## src/rtl/arbiter_pkg.sv

```systemverilog
// Shared arbitration types and the rotating-priority search used by the
// round-robin arbiter and other request muxes.
package arbiter_pkg;

  localparam int unsigned RR_MAX_A = 5;
  localparam int unsigned RR_MAX_N = 1 << RR_MAX_A;

  typedef enum logic {
    ARB_IDLE = 1'b0,
    ARB_BUSY = 1'b1
  } arb_state_t;

  typedef struct packed {
    logic                found;
    logic [RR_MAX_A-1:0] index;
  } rr_pick_t;

  // First set bit of req in the order ptr, ptr+1, ... wrapping modulo 2**a.
  // Callers narrower than RR_MAX_A zero-extend req/ptr and truncate index.
  function automatic rr_pick_t rr_pick(input logic [RR_MAX_N-1:0] req,
                                       input logic [RR_MAX_A-1:0] ptr,
                                       input int unsigned         a);
    rr_pick_t    res;
    int unsigned n;
    int unsigned cand;
    res = '0;
    n   = 32'd1 << a;
    for (int unsigned i = 0; i < RR_MAX_N; i++) begin
      cand = (32'(ptr) + i) & (n - 32'd1);
      if (!res.found && (i < n) && req[cand[RR_MAX_A-1:0]]) begin
        res.found = 1'b1;
        res.index = cand[RR_MAX_A-1:0];
      end
    end
    return res;
  endfunction

endpackage

```

## src/rtl/one_hot_encoder.sv

```systemverilog
// Binary index to one-hot decode; used to turn the registered winner into a grant vector.
module one_hot_encoder #(
  parameter int A = 2
) (
  input  logic [A-1:0]    index_i,
  output logic [2**A-1:0] onehot_o
);

  generate
    for (genvar gi = 0; gi < 2**A; gi++) begin : g_bit
      assign onehot_o[gi] = (index_i == A'(gi));
    end
  endgenerate

endmodule

```

## src/rtl/round_robin_arbiter.sv

```systemverilog
// Rotating-priority arbiter: holds a registered owner until release or withdrawal,
// then re-arbitrates in the same cycle with the previous owner masked.
module round_robin_arbiter
  import arbiter_pkg::*;
#(
  parameter  int A = 2,
  localparam int N = 2**A
) (
  input  logic         aclk,
  input  logic         aresetn,
  input  logic [N-1:0] request,
  input  logic         release_i,   // "release" is a reserved word in SystemVerilog
  output logic [N-1:0] grant,
  output logic [A-1:0] grant_index,
  output logic         grant_valid
);

  arb_state_t   state_q, state_d;
  logic [A-1:0] ptr_q, ptr_d;
  logic [A-1:0] index_q, index_d;
  logic [N-1:0] owner_onehot;
  logic [N-1:0] masked_req;
  logic [A-1:0] ptr_after;
  logic         end_cond;
  rr_pick_t     pick_idle;
  rr_pick_t     pick_busy;

  one_hot_encoder #(.A(A)) u_one_hot_encoder (
    .index_i  (index_q),
    .onehot_o (owner_onehot)
  );

  assign grant_valid = (state_q == ARB_BUSY);
  assign grant_index = index_q;
  assign grant       = owner_onehot & {N{grant_valid}};

  always_comb begin
    state_d    = state_q;
    ptr_d      = ptr_q;
    index_d    = index_q;
    end_cond   = release_i | ~request[index_q];
    ptr_after  = index_q + A'(1);
    masked_req = request & ~owner_onehot;
    pick_idle  = rr_pick(RR_MAX_N'(request), RR_MAX_A'(ptr_q), A);
    pick_busy  = rr_pick(RR_MAX_N'(masked_req), RR_MAX_A'(ptr_after), A);
    case (state_q)
      ARB_IDLE: begin
        if (pick_idle.found) begin
          index_d = A'(pick_idle.index);
          state_d = ARB_BUSY;
        end
      end
      ARB_BUSY: begin
        if (end_cond) begin
          ptr_d = ptr_after;
          if (pick_busy.found) begin
            index_d = A'(pick_busy.index);
          end else begin
            state_d = ARB_IDLE;
          end
        end
      end
      default: state_d = ARB_IDLE;
    endcase
  end

  always_ff @(posedge aclk or negedge aresetn) begin
    if (!aresetn) begin
      state_q <= ARB_IDLE;
      ptr_q   <= '0;
      index_q <= '0;
    end else begin
      state_q <= state_d;
      ptr_q   <= ptr_d;
      index_q <= index_d;
    end
  end

endmodule

```

## config.mk

```make
export PLATFORM = sky130hd
export DESIGN_NAME = round_robin_arbiter
export DESIGN_NICKNAME = d
export VERILOG_FILES = /design/src/rtl/arbiter_pkg.sv /design/src/rtl/one_hot_encoder.sv /design/src/rtl/round_robin_arbiter.sv
export SDC_FILE = /design/constraint.sdc
export NUM_CORES = 1
export LEC_CHECK = 0
export CAP_MARGIN = 10
export CORE_UTILIZATION = 51
export CTS_CLUSTER_SIZE = 30
export DETAILED_ROUTE_END_ITERATION = 6
export PLACE_DENSITY = 0.84
export SLEW_MARGIN = 5
export SYNTH_ARGS = -nofsm -noshare
export SYNTH_HDL_FRONTEND = slang
export SYNTH_SLANG_ARGS = --single-unit
```

## constraint.sdc

```tcl
create_clock -name aclk -period 3.1 [get_ports aclk]
set_input_delay 0.465 -clock aclk [delete_from_list [all_inputs] [get_ports aclk]]
set_output_delay 0.465 -clock aclk [all_outputs]
set_load 0.03 [all_outputs]
```

# After elaboration in Yosys (flattened, before gate mapping)
# Index checks and enable logic that the tools add are counted.
word_totals:
  register_bits: 5
  in_bits: 7
  out_inout_bits: 7
  elab_cells: 80
classes:
  n_addsub: 7
  n_lt_le_gt_ge: 9
  n_eq_ne: 6
  n_mux: 34
  n_bitwise: 6
  n_reduce_logical: 15
op_table:
  columns: ["operator", "count"]
  rows:
  - ["$lt 2x6->1 const B", 8]
  - ["$mux 6", 8]
  - ["$bmux 1 s2", 9]
  - ["$mux 1", 12]
  - ["$add 2x2->2 const B", 4]
  - ["$and 4x4->4", 2]
  - ["$add 2x1->2 const B", 3]
  - ["$logic_and 1x1->1", 6]
  - ["$logic_not 1->1", 6]
  - ["$mux 2", 3]
  - ["$eq 2x2->1 const B", 2]
  - ["$ne 2x1->1 const B", 2]
  - ["$not 4->4", 1]
  - ["$pmux 2 s2", 1]
  - ["$lt 2x3->1 const B", 1]
  - ["$reduce_and 3->1", 1]
  - ["$eq 2x1->1 const B", 1]
  - ["$logic_not 2->1", 1]
  - ["$ne 2x2->1 const B", 1]
  - ["$not 1->1", 2]
  - ["$pmux 1 s2", 1]
  - ["$reduce_and 2->1", 1]
  - ["$or 1x1->1", 1]

# Logic depth before layout (Yosys ltp)
# Gate-level depths: netlist of run 1.
depth:
  depth_word: 18
  depth_mapped: 9
  depth_no_buf: 8

# Cells and area by module
# A second synthesis of run 1 with hierarchy kept.
unflattened:
  cells_unflattened: 91
  hier_area_um2: 718.2
modules_own_cells:
  columns: ["module", "n_inst", "cells_per_inst", "area_per_inst_um2", "seq_area_each_um2"]
  rows:
  - ["round_robin_arbiter", 1, 87, 691.9, 125.1]
  - ["one_hot_encoder", 1, 4, 26.3, 0.0]

# Worst setup path before layout of run 1
# No wires, ideal clock.
synth_timing:
  path_kind: "reg-to-reg"
  from: "register index_q[0] (netlist: grant_index[0])"
  to: "register index_q[0] (netlist: grant_index[0])"
  setup_time_ns: 0.127
  arrival_ns: 2.310
  required_time_ns: 2.973
  setup_slack_ns: 0.662
  path_stages_with_launch: 10
  n_path_buf: 1
  period_less_slack_ns: 2.438
  path_cell_list: "dfrtp_1 -> buf_6 -> inv_1 -> ha_1 -> and2b_2 -> nor2_1 -> mux4_2 -> o31ai_2 -> nand3_1 -> mux2_1"
synth_between:
  elab_cells_between_ends: 38
  classes_between: "4 x add/sub; 5 x eq/ne; 17 x mux; 4 x bitwise; 8 x reduce/logical"
synth_lines:
  columns: ["item", "line_no", "text"]
  rows:
  - ["from (decl)", "round_robin_arbiter.sv:20", "logic [A-1:0] index_q, index_d;"]
  - ["from (signal assigned)", "round_robin_arbiter.sv:75", "index_q <= index_d;"]
  - ["$add 2x1->2 *", "round_robin_arbiter.sv:42", "ptr_after = index_q + A'(1);"]
  - ["via ptr_after[0]", "round_robin_arbiter.sv:23", "logic [A-1:0] ptr_after;"]
  - ["parallel branches: the longest is 11 deep, another holds $add 2x1->2", null, null]
  - ["$mux 6 *", "arbiter_pkg.sv:30", "if (!res.found && (i < n) && req[cand[RR_MAX_A-1:0]]) begin"]
  - ["$mux 2", "round_robin_arbiter.sv:56", "if (pick_busy.found) begin"]
  - ["$mux 2", "round_robin_arbiter.sv:54", "if (end_cond) begin"]
  - ["$pmux 2 s2", "round_robin_arbiter.sv:46", "case (state_q)"]
# Mark *: on every way through the listed nets, which the timed path passes. The select of a mux whose other input is x is not followed.
# A chain may end at the register's enable or synchronous reset.

# Worst setup path in the final report of run 1
# Ends and elaborated chain as after synthesis.

==> results of run 1 <==
## per-layer routing
metal	vias to the layer above	global-route usage	routed length [µm]
met3	4	0.04891	65
met5	-	0	0
met1	357	0.3133	846
met4	0	0.07500	23
li1	356	-	-
met2	23	0.3571	868
## metrics by stage
stage	instances	setup slack, ps	hold slack (ps)
after floorplan	91	662.1	169.4
after global placement	114	496.6	651.8
after detailed placement	114	452.8	665.4
after CTS	118	463.7	442.3
after global routing	118	374.8	465.3
final	118	449.8	450.9
## final timing paths
| check | start | to | slack (ps) | cells past startpoint |
|---|---|---|---|---|
| worst max-delay path | grant_index[0] | grant_index[0] | 450 | 8 |
| worst min-delay path | aresetn | grant_index[0] | 450 | 1 |
| worst max register to register | grant_index[0] | grant_index[0] | 450 | 8 |
| worst min register to register | ptr_q[0] | ptr_q[0] | 680 | 1 |
| max in group asynchronous | aresetn | ptr_q[1] | 2440 | 1 |
| min in group aclk | ptr_q[0] | ptr_q[0] | 680 | 1 |
## Yosys cell counts, types with 2 or more instances
library cell,count
a31oi_1,2
nand2_1,8
and2_1,5
ha_1,4
dfrtp_1,5
nand2b_1,5
mux4_2,2
inv_1,3
buf_6,3
a21oi_1,6
and2b_2,6
nand3_1,3
o21ai_0,3
mux4_1,2
nor2_1,10
a211oi_1,3
nor2b_1,2
mux2_2,2
nor3_1,3
## registers in the layout, indices dropped and copies added, names as in the netlist
register,flops
ptr_q,2
grant_valid,1
grant_index,2
## power by group
part	internal (W)	switching, W	total [W]
Sequential	0.0000963	0.0000708	0.000167
Combinational	0.000318	0.000353	0.000671
Clock	0.0000488	0.0000283	0.0000771
## layout make-up
type	count	area (µm²)
Timing Repair Buffer	13	130.1
Multi-Input combinational cell	78	583.1
Inverter	3	11.26
Clock buffer	4	26.28
Fill cell	122	455.4
Tap cell	15	18.77
Sequential cell	5	125.1
## worst max-delay path, cell delays in order, from the launching register on
cell and delay, ps:
dfrtp_1 580, inv_1 240, ha_1 270, and2b_2 250
nor2_1 50, mux4_2 460, o31ai_2 220, nand3_1 140
mux2_1 330
## logic make-up (layout without fill, tap and decap cells)
logic type,after synthesis,after routing
muxes,7,7
and+or+nand+nor,46,46
buffers and inverters,8,20
adders and majority gates,4,4
AOI/OAI and AO/OA,21,21
DFF,5,5
==> flow_metrics.env, run 1 <==
export IMPL_placement_cell_area_um2=868.3
export IMPL_fp_dieH_um=40.75
export IMPL_total_clock_buffers_created_by_cts=3
export IMPL_timing_critical_path_from_type="flop"
export IMPL_detailroute_via_count=740
export IMPL_slew_viol_final=0
export IMPL_cp_end_kind="flop"
export IMPL_synth_xor_area_share=0
export IMPL_final_core_utilization=0.6627
export IMPL_wl_mm=1.804
export IMPL_synthesis_nets=102
export IMPL_num_io_pins=14
export IMPL_post_syn_area_um2=765.7
export IMPL_maxClockFrequency_ghz=0.3773
export IMPL_synth_main_ff_cell="dfrtp_1"
export IMPL_yosys_register_bits=5
export IMPL_first_pass_iters=4
export IMPL_max_vdd_ir_drop_mv=0.7837
export IMPL_synthArstFlopShare=1.000
export IMPL_mostFrequentLayoutCell="clkdlybuf4s50_1"
export IMPL_detail_route_antenna_nets=0
export IMPL_totalNegativeSetupSlack_ps=0
export IMPL_cts_sinks=5
export IMPL_netlist_top_cells_area="dfrtp_1 16%, mux4_1 6.9%, and2b_2 6.9%"
export IMPL_synth_largest_type_area_fraction=0.1634
export IMPL_totalPowerFinal_w=0.0009154
export IMPL_cts_repair_resize_count=0
export IMPL_adder_and_majority_gate_portion_of_the_synthesized_area=0.06536
export IMPL_fin_nets=115
export IMPL_static_leakage_nw=0.3707
export IMPL_synth_compound_area_share=0.1895
export IMPL_flow_area_growth_from_synthesis_pct=16.83
export IMPL_final_cell_mix="13 x clkdlybuf4s50_1, 10 x nor2_1, 8 x nand2_1"
export IMPL_unrepaired_setup_endpoints_after_global_routing="no"
export IMPL_setup_viol_count_final=0
export IMPL_io_buffer_count=13
export IMPL_cp_data_required_time_ps=3230
export IMPL_hold_buffers=0
export IMPL_timing_critical_path_fanout_max=12
export IMPL_grt_max_degree=15
export IMPL_clock_insertion_delay_worst_skew_ps=240
export IMPL_synth_enable_flop_cells=0
export IMPL_initial_utilization=0.5672
export IMPL_drt_iter0_markers=17
export IMPL_die_w_um=40.75
export IMPL_skew_ps=7.723
export IMPL_detail_route_vias_per_cell=6.271
export IMPL_status="completed"
export IMPL_synthMuxAreaShare=0.1716
export IMPL_remaining_drc_errors=0
export IMPL_cts_root_buffer="clkbuf_4"
export IMPL_max_slew_worst_pin_slew_ps=505.2
export IMPL_synth_cell_types=33
export IMPL_antenna_cells=0
export IMPL_synth_seq_area_share=0.1634
export IMPL_combinational_family_with_the_most_area_after_synthesis="simple AND/OR/NAND/NOR gates"
export IMPL_worstHoldPathType="in -> async"
export IMPL_crit_path_category="reg -> reg"
export IMPL_report_final_hold_viol_count=0
export IMPL_power_density_mw_per_mm2=1023
export IMPL_maxCapViolations=0
export IMPL_htree_levels=1
export IMPL_synthesis_instances=91
export IMPL_grtUsageTotal=0.2295
export IMPL_grt_overflow_total=0
export IMPL_design_die_area_mm2=0.001661
export IMPL_max_slew_margin=0.6545
export IMPL_synthesized_area_per_cell_um2=8.415
export IMPL_clock_tree_from_tritoncts="done"
export IMPL_place_congestion=0.7954
export IMPL_fp_row_count=13
export IMPL_yosys_area_share_simple=0.3350
export IMPL_post_layout_instance_area_um2=894.6
export IMPL_grt_antenna_before_repair=0
export IMPL_dp_final_hpwl_mm=1.301
export IMPL_wire_per_inst_um=15.29
export IMPL_synth_largest_area_cell="dfrtp_1"
export IMPL_clockBufferDepth=2
export IMPL_critPathArrivalTime_ps=2780
export IMPL_layout_drive_gt1_share=0.1553
export IMPL_core_area_mm2=0.001350
export IMPL_final_period_utilization=0.8549
export IMPL_postCtsSetupRepairBufs=0
export IMPL_path_clk_slew_ps=50
export IMPL_global_route_wire_length_before_repair_mm=2.490
export IMPL_final_min_clock_period_ps=2650
export IMPL_grt_pass1_vias=547
export IMPL_ys_warnings_count=0
(Power assumes the default switching activity.)
==> inputs of run 2 (changes only) <==
--- a/config.mk
+++ b/config.mk
@@ -7,6 +7,7 @@
 export LEC_CHECK = 0
 export CAP_MARGIN = 10
 export CORE_UTILIZATION = 51
+export CTS_BUF_LIST = sky130_fd_sc_hd__clkbuf_16
 export CTS_CLUSTER_SIZE = 30
 export DETAILED_ROUTE_END_ITERATION = 6
 export PLACE_DENSITY = 0.84
==> run 2 against run 1 <==
  * Fmax shrank 1.0%
  * Clock skew shrank 5.7 ps
  * Die area is the same
==> flow_metrics.env, run 2 (synthesis results as in run 1) <==
export IMPL_grt_pass1_vias=585
export IMPL_io_buffer_count=13
export IMPL_fill_cells=107
export IMPL_cts_sinks=5
export IMPL_timing_critical_path_fanout_max=12
export IMPL_fp_row_count=13
export IMPL_static_leakage_nw=0.3981
export IMPL_htree_levels=1
export IMPL_cp_data_required_time_ps=3200
export IMPL_final_core_utilization=0.7016
export IMPL_skew_ps=2.064
export IMPL_layout_drive_gt1_share=0.1553
export IMPL_timing_rr_start="grant_index[0]"
export IMPL_clock_insertion_delay_worst_skew_ps=230
export IMPL_dp_final_hpwl_mm=1.301
export IMPL_num_io_pins=14
export IMPL_finalHoldWorstSlack_ps=466.3
export IMPL_drt_iter0_markers=42
export IMPL_cp_end_kind="flop"
export IMPL_max_slew_margin=0.6525
export IMPL_fp_dieH_um=40.75
export IMPL_timing_critical_path_to="grant_index[0]"
export IMPL_path_clk_slew_ps=30
export IMPL_fin_nets=115
export IMPL_max_vdd_ir_drop_mv=0.8745
export IMPL_grt_antenna_before_repair=0
export IMPL_setup_viol_count_final=0
export IMPL_grtUsageTotal=0.2432
export IMPL_cts_root_buffer="clkbuf_16"
export IMPL_totalNegativeSetupSlack_ps=0
export IMPL_hold_buffers=0
export IMPL_slew_viol_final=0
export IMPL_timing_critical_path_from_type="flop"
export IMPL_core_area_mm2=0.001350
export IMPL_initial_utilization=0.5672
export IMPL_clockBufferDepth=2
export IMPL_grt_overflow_total=0
export IMPL_postCtsSetupRepairBufs=0
export IMPL_final_cell_mix="13 x clkdlybuf4s50_1, 10 x nor2_1, 8 x nand2_1"
export IMPL_worstHoldPathType="in -> async"
export IMPL_worstRegToRegCells=8
export IMPL_wl_mm=1.885
export IMPL_design_die_area_mm2=0.001661
export IMPL_detail_route_antenna_nets=0
export IMPL_critical_path_startpoint="grant_index[0]"
export IMPL_status="completed"
export IMPL_report_final_hold_viol_count=0
export IMPL_mostFrequentLayoutCell="clkdlybuf4s50_1"
export IMPL_flow_area_growth_from_synthesis_pct=23.69
export IMPL_maxClockFrequency_ghz=0.3734
export IMPL_total_clock_buffers_created_by_cts=3
export IMPL_first_pass_iters=4
export IMPL_final_period_utilization=0.8638
export IMPL_detail_route_vias_per_cell=6.237
export IMPL_grt_max_degree=15
export IMPL_remaining_drc_errors=0
export IMPL_die_w_um=40.75
export IMPL_power_density_mw_per_mm2=1115
export IMPL_detailroute_via_count=736
export IMPL_crit_path_category="reg -> reg"
export IMPL_max_slew_worst_pin_slew_ps=508.2
export IMPL_maxCapViolations=0
export IMPL_antenna_cells=0
export IMPL_crit_reg2reg_capture="grant_index[0]"
export IMPL_place_congestion=0.7954
export IMPL_critPathArrivalTime_ps=2780
export IMPL_final_min_clock_period_ps=2678
export IMPL_unrepaired_setup_endpoints_after_global_routing="no"
export IMPL_reg2reg_slack_ps=420
export IMPL_cts_repair_resize_count=0
export IMPL_clock_tree_from_tritoncts="done"
export IMPL_global_route_wire_length_before_repair_mm=2.670
export IMPL_wire_per_inst_um=15.97
export IMPL_totalPowerFinal_w=0.001056
run 2: per-layer routing:
| metal | routed length [µm] | GRT usage | vias up |
|---|---|---|---|
| li1 | - | - | 356 |
| met1 | 864 | 0.3333 | 349 |
| met2 | 894 | 0.3929 | 29 |
| met3 | 110 | 0.03261 | 2 |
| met4 | 15 | 0.07500 | 0 |
| met5 | 0 | 0 | - |
run 2: area by class of cell:
cell class | instances | area, µm² | share of cell area
clock buffer | 3 | 75.07 | 0.07926
clock inverter | 1 | 3.754 | 0.003963
inverter | 3 | 11.26 | 0.01189
multi-input combinational | 78 | 583.1 | 0.6156
sequential | 5 | 125.1 | 0.1321
tap | 15 | 18.77 | 0.01982
timing repair buffer | 13 | 130.1 | 0.1374
run 2: how the worst min path moves through the flow:
stage	startpoint	endpoint	slack, ps	cells past startpoint
2_1_floorplan	aresetn	grant_index[0]	170	0
6_report	aresetn	grant_index[1]	470	1
5_1_grt	aresetn	grant_valid	490	1
3_3_place_gp	ptr_q[0]	ptr_q[0]	650	1
4_1_cts	aresetn	grant_index[1]	470	1
3_5_place_dp	ptr_q[0]	ptr_q[0]	670	1
run 2: critical path: stages (launching register included):
cell and delay (ps):
dfrtp_1 580, inv_1 240, ha_1 270, and2b_2 250
nor2_1 50, mux4_2 470, o31ai_2 230, nand3_1 140
mux2_1 330
run 2: through the flow:
stage,worst slack (ps),instance area (µm²),std cells
after floorplan,662.1,765.7,91
after global routing,348.9,947.2,118
after detailed placement,452.8,868.3,114
final,422.1,947.2,118
after CTS,441.9,947.2,118
after global placement,496.6,868.3,114
run 2: power breakdown:
group          internal (W)  switching [W]
combinational      0.000318       0.000359
clock              0.000167      0.0000420
sequential        0.0000964      0.0000740
==> inputs of run 3 (changes only) <==
--- a/config.mk
+++ b/config.mk
@@ -6,11 +6,11 @@
 export NUM_CORES = 1
 export LEC_CHECK = 0
 export CAP_MARGIN = 10
-export CORE_UTILIZATION = 51
+export CORE_UTILIZATION = 46
 export CTS_BUF_LIST = sky130_fd_sc_hd__clkbuf_16
 export CTS_CLUSTER_SIZE = 30
 export DETAILED_ROUTE_END_ITERATION = 6
-export PLACE_DENSITY = 0.84
+export PLACE_DENSITY = 0.8
 export SLEW_MARGIN = 5
 export SYNTH_ARGS = -nofsm -noshare
 export SYNTH_HDL_FRONTEND = slang
==> constraint.sdc (replaced) <==
create_clock -name aclk -period 2.45 [get_ports aclk]
set_input_delay 0.3675 -clock aclk [delete_from_list [all_inputs] [get_ports aclk]]
set_output_delay 0.3675 -clock aclk [all_outputs]
set_load 0.03 [all_outputs]
==> run 3 against run 2 <==
  * Hold slack worse by 110 ps
  * Via count up 2.0%
  * Sequential power up 15%
  * Non-clock buffer count up 7
  * Sequential share of layout area down 0.74 points
  * Clock skew down 0.58 ps
  * Global-route usage down 0.98 points
  * Cell area up 5.9%
  * Critical endpoint unchanged
  * Largest power group unchanged
  * Critical path depth unchanged
  * Final cell count up 6.8%
  * Die area up 10%
  * Power up 28%
  * Largest cell class unchanged
==> flow_metrics.env, run 3 (synthesis results as in run 1) <==
export IMPL_status="completed"
export IMPL_slew_viol_final=0
export IMPL_clock_tree_from_tritoncts="done"
export IMPL_final_core_utilization=0.6585
export IMPL_detailroute_via_count=751
export IMPL_global_route_wire_length_before_repair_mm=3.180
export IMPL_htree_levels=1
export IMPL_final_cell_mix="13 x clkdlybuf4s50_1, 10 x nor2_1, 8 x nand2_1"
export IMPL_place_congestion=0.9073
export IMPL_core_area_mm2=0.001524
export IMPL_grt_overflow_total=0
export IMPL_drt_iter0_markers=10
export IMPL_report_final_hold_viol_count=0
export IMPL_hold_buffers=0
export IMPL_final_period_utilization=0.9406
export IMPL_layout_drive_gt1_share=0.2182
export IMPL_cp_end_kind="flop"
export IMPL_max_slew_margin=0.6595
export IMPL_critPathArrivalTime_ps=2410
export IMPL_clockBufferDepth=2
export IMPL_antenna_cells=0
export IMPL_maxCapViolations=0
export IMPL_remaining_drc_errors=0
export IMPL_dp_final_hpwl_mm=1.424
export IMPL_detail_route_vias_per_cell=5.960
export IMPL_worstHoldPathType="in -> async"
export IMPL_max_slew_worst_pin_slew_ps=497.9
export IMPL_cts_repair_resize_count=0
export IMPL_clock_insertion_delay_worst_skew_ps=230
export IMPL_totalNegativeSetupSlack_ps=0
export IMPL_die_w_um=42.80
export IMPL_final_min_clock_period_ps=2304
export IMPL_fin_nets=122
export IMPL_grt_antenna_before_repair=0
export IMPL_setup_viol_count_final=0
export IMPL_post_place_ws_ps=-27.62
export IMPL_worstRegToRegCells=8
export IMPL_maxClockFrequency_ghz=0.4339
export IMPL_finalHoldWorstSlack_ps=351.3
export IMPL_total_clock_buffers_created_by_cts=3
export IMPL_cp_data_required_time_ps=2550
export IMPL_timing_critical_path_fanout_max=5
export IMPL_fp_row_count=14
export IMPL_max_vdd_ir_drop_mv=0.9180
export IMPL_unrepaired_setup_endpoints_after_global_routing="no"
export IMPL_postCtsSetupRepairBufs=0
export IMPL_first_pass_iters=4
export IMPL_cts_root_buffer="clkbuf_16"
export IMPL_grtUsageTotal=0.2334
export IMPL_timing_critical_path_from_type="flop"
export IMPL_cts_sinks=5
export IMPL_design_die_area_mm2=0.001832
export IMPL_postLayoutSetupSlackWorst_ps=145.6
export IMPL_grt_pass1_vias=728
export IMPL_wl_mm=1.813
export IMPL_fp_dieH_um=42.80
export IMPL_wire_per_inst_um=14.39
export IMPL_power_density_mw_per_mm2=1352
export IMPL_place_detailed_instances=122
export IMPL_flow_area_growth_from_synthesis_pct=31.05
export IMPL_io_buffer_count=13
export IMPL_crit_path_category="reg -> reg"
export IMPL_path_clk_slew_ps=30
export IMPL_skew_ps=1.486
export IMPL_grt_max_degree=15
export IMPL_mostFrequentLayoutCell="clkdlybuf4s50_1"
export IMPL_layout_cells_non_filler=126
export IMPL_static_leakage_nw=0.4314
export IMPL_detail_route_antenna_nets=0
export IMPL_initial_utilization=0.5025
export IMPL_num_io_pins=14
-- run 3: changes by cell type in the layout (fill, tap and decap cells not counted), sizes merged --
| cell | previous run | this run |
|---|---|---|
| buf | 0 | 7 |
-- run 3: routing by layer --
metal	part of all wire	wire length (µm)	vias to the layer above	GRT usage
met3	0.033	60	8	0.04255
met2	0.51	931	18	0.3788
met4	0.031	56	0	0.1438
met5	0	0	-	0
li1	-	-	366	-
met1	0.42	765	359	0.2819
-- run 3: layout make-up --
class | instances | area, µm²
clock inverter | 1 | 3.754
clock buffer | 3 | 75.07
multi-input combinational | 78 | 585.6
tap | 16 | 20.02
sequential | 5 | 125.1
inverter | 3 | 11.26
timing repair buffer | 20 | 182.7
fill | 118 | 520.5
-- run 3: path summary, 6_finish.rpt --
path                                 from              to  slack [ps]
max                        grant_index[0]  grant_index[0]         150
min                               aresetn        ptr_q[1]         350
max reg2reg                grant_index[0]  grant_index[0]         150
min reg2reg                grant_index[1]  grant_index[1]         690
max in group asynchronous         aresetn     grant_valid        1920
min in group aclk          grant_index[1]  grant_index[1]         690
-- run 3: worst max-delay path, stage by stage, from the launching register on --
cell	delay, ps
dfrtp_1	410
inv_1	100
ha_1	250
and2b_2	260
nor2_1	40
mux4_2	460
o31ai_2	220
nand3_1	110
mux2_1	330
-- run 3: through the flow --
step           total power [W]  area [µm²]
6_report              0.001357        1003
5_1_grt               0.001459        1003
4_1_cts               0.001356        1001
3_5_place_dp          0.001087       922.1
3_3_place_gp          0.001067       922.1
2_1_floorplan        0.0008560       765.7
-- run 3: where the power goes --
group / total, W / switching [W] / internal (W)
clock: 0.000263 / 0.0000516 / 0.000211
combinational: 0.000898 / 0.000462 / 0.000437
sequential: 0.000196 / 0.0000732 / 0.000123
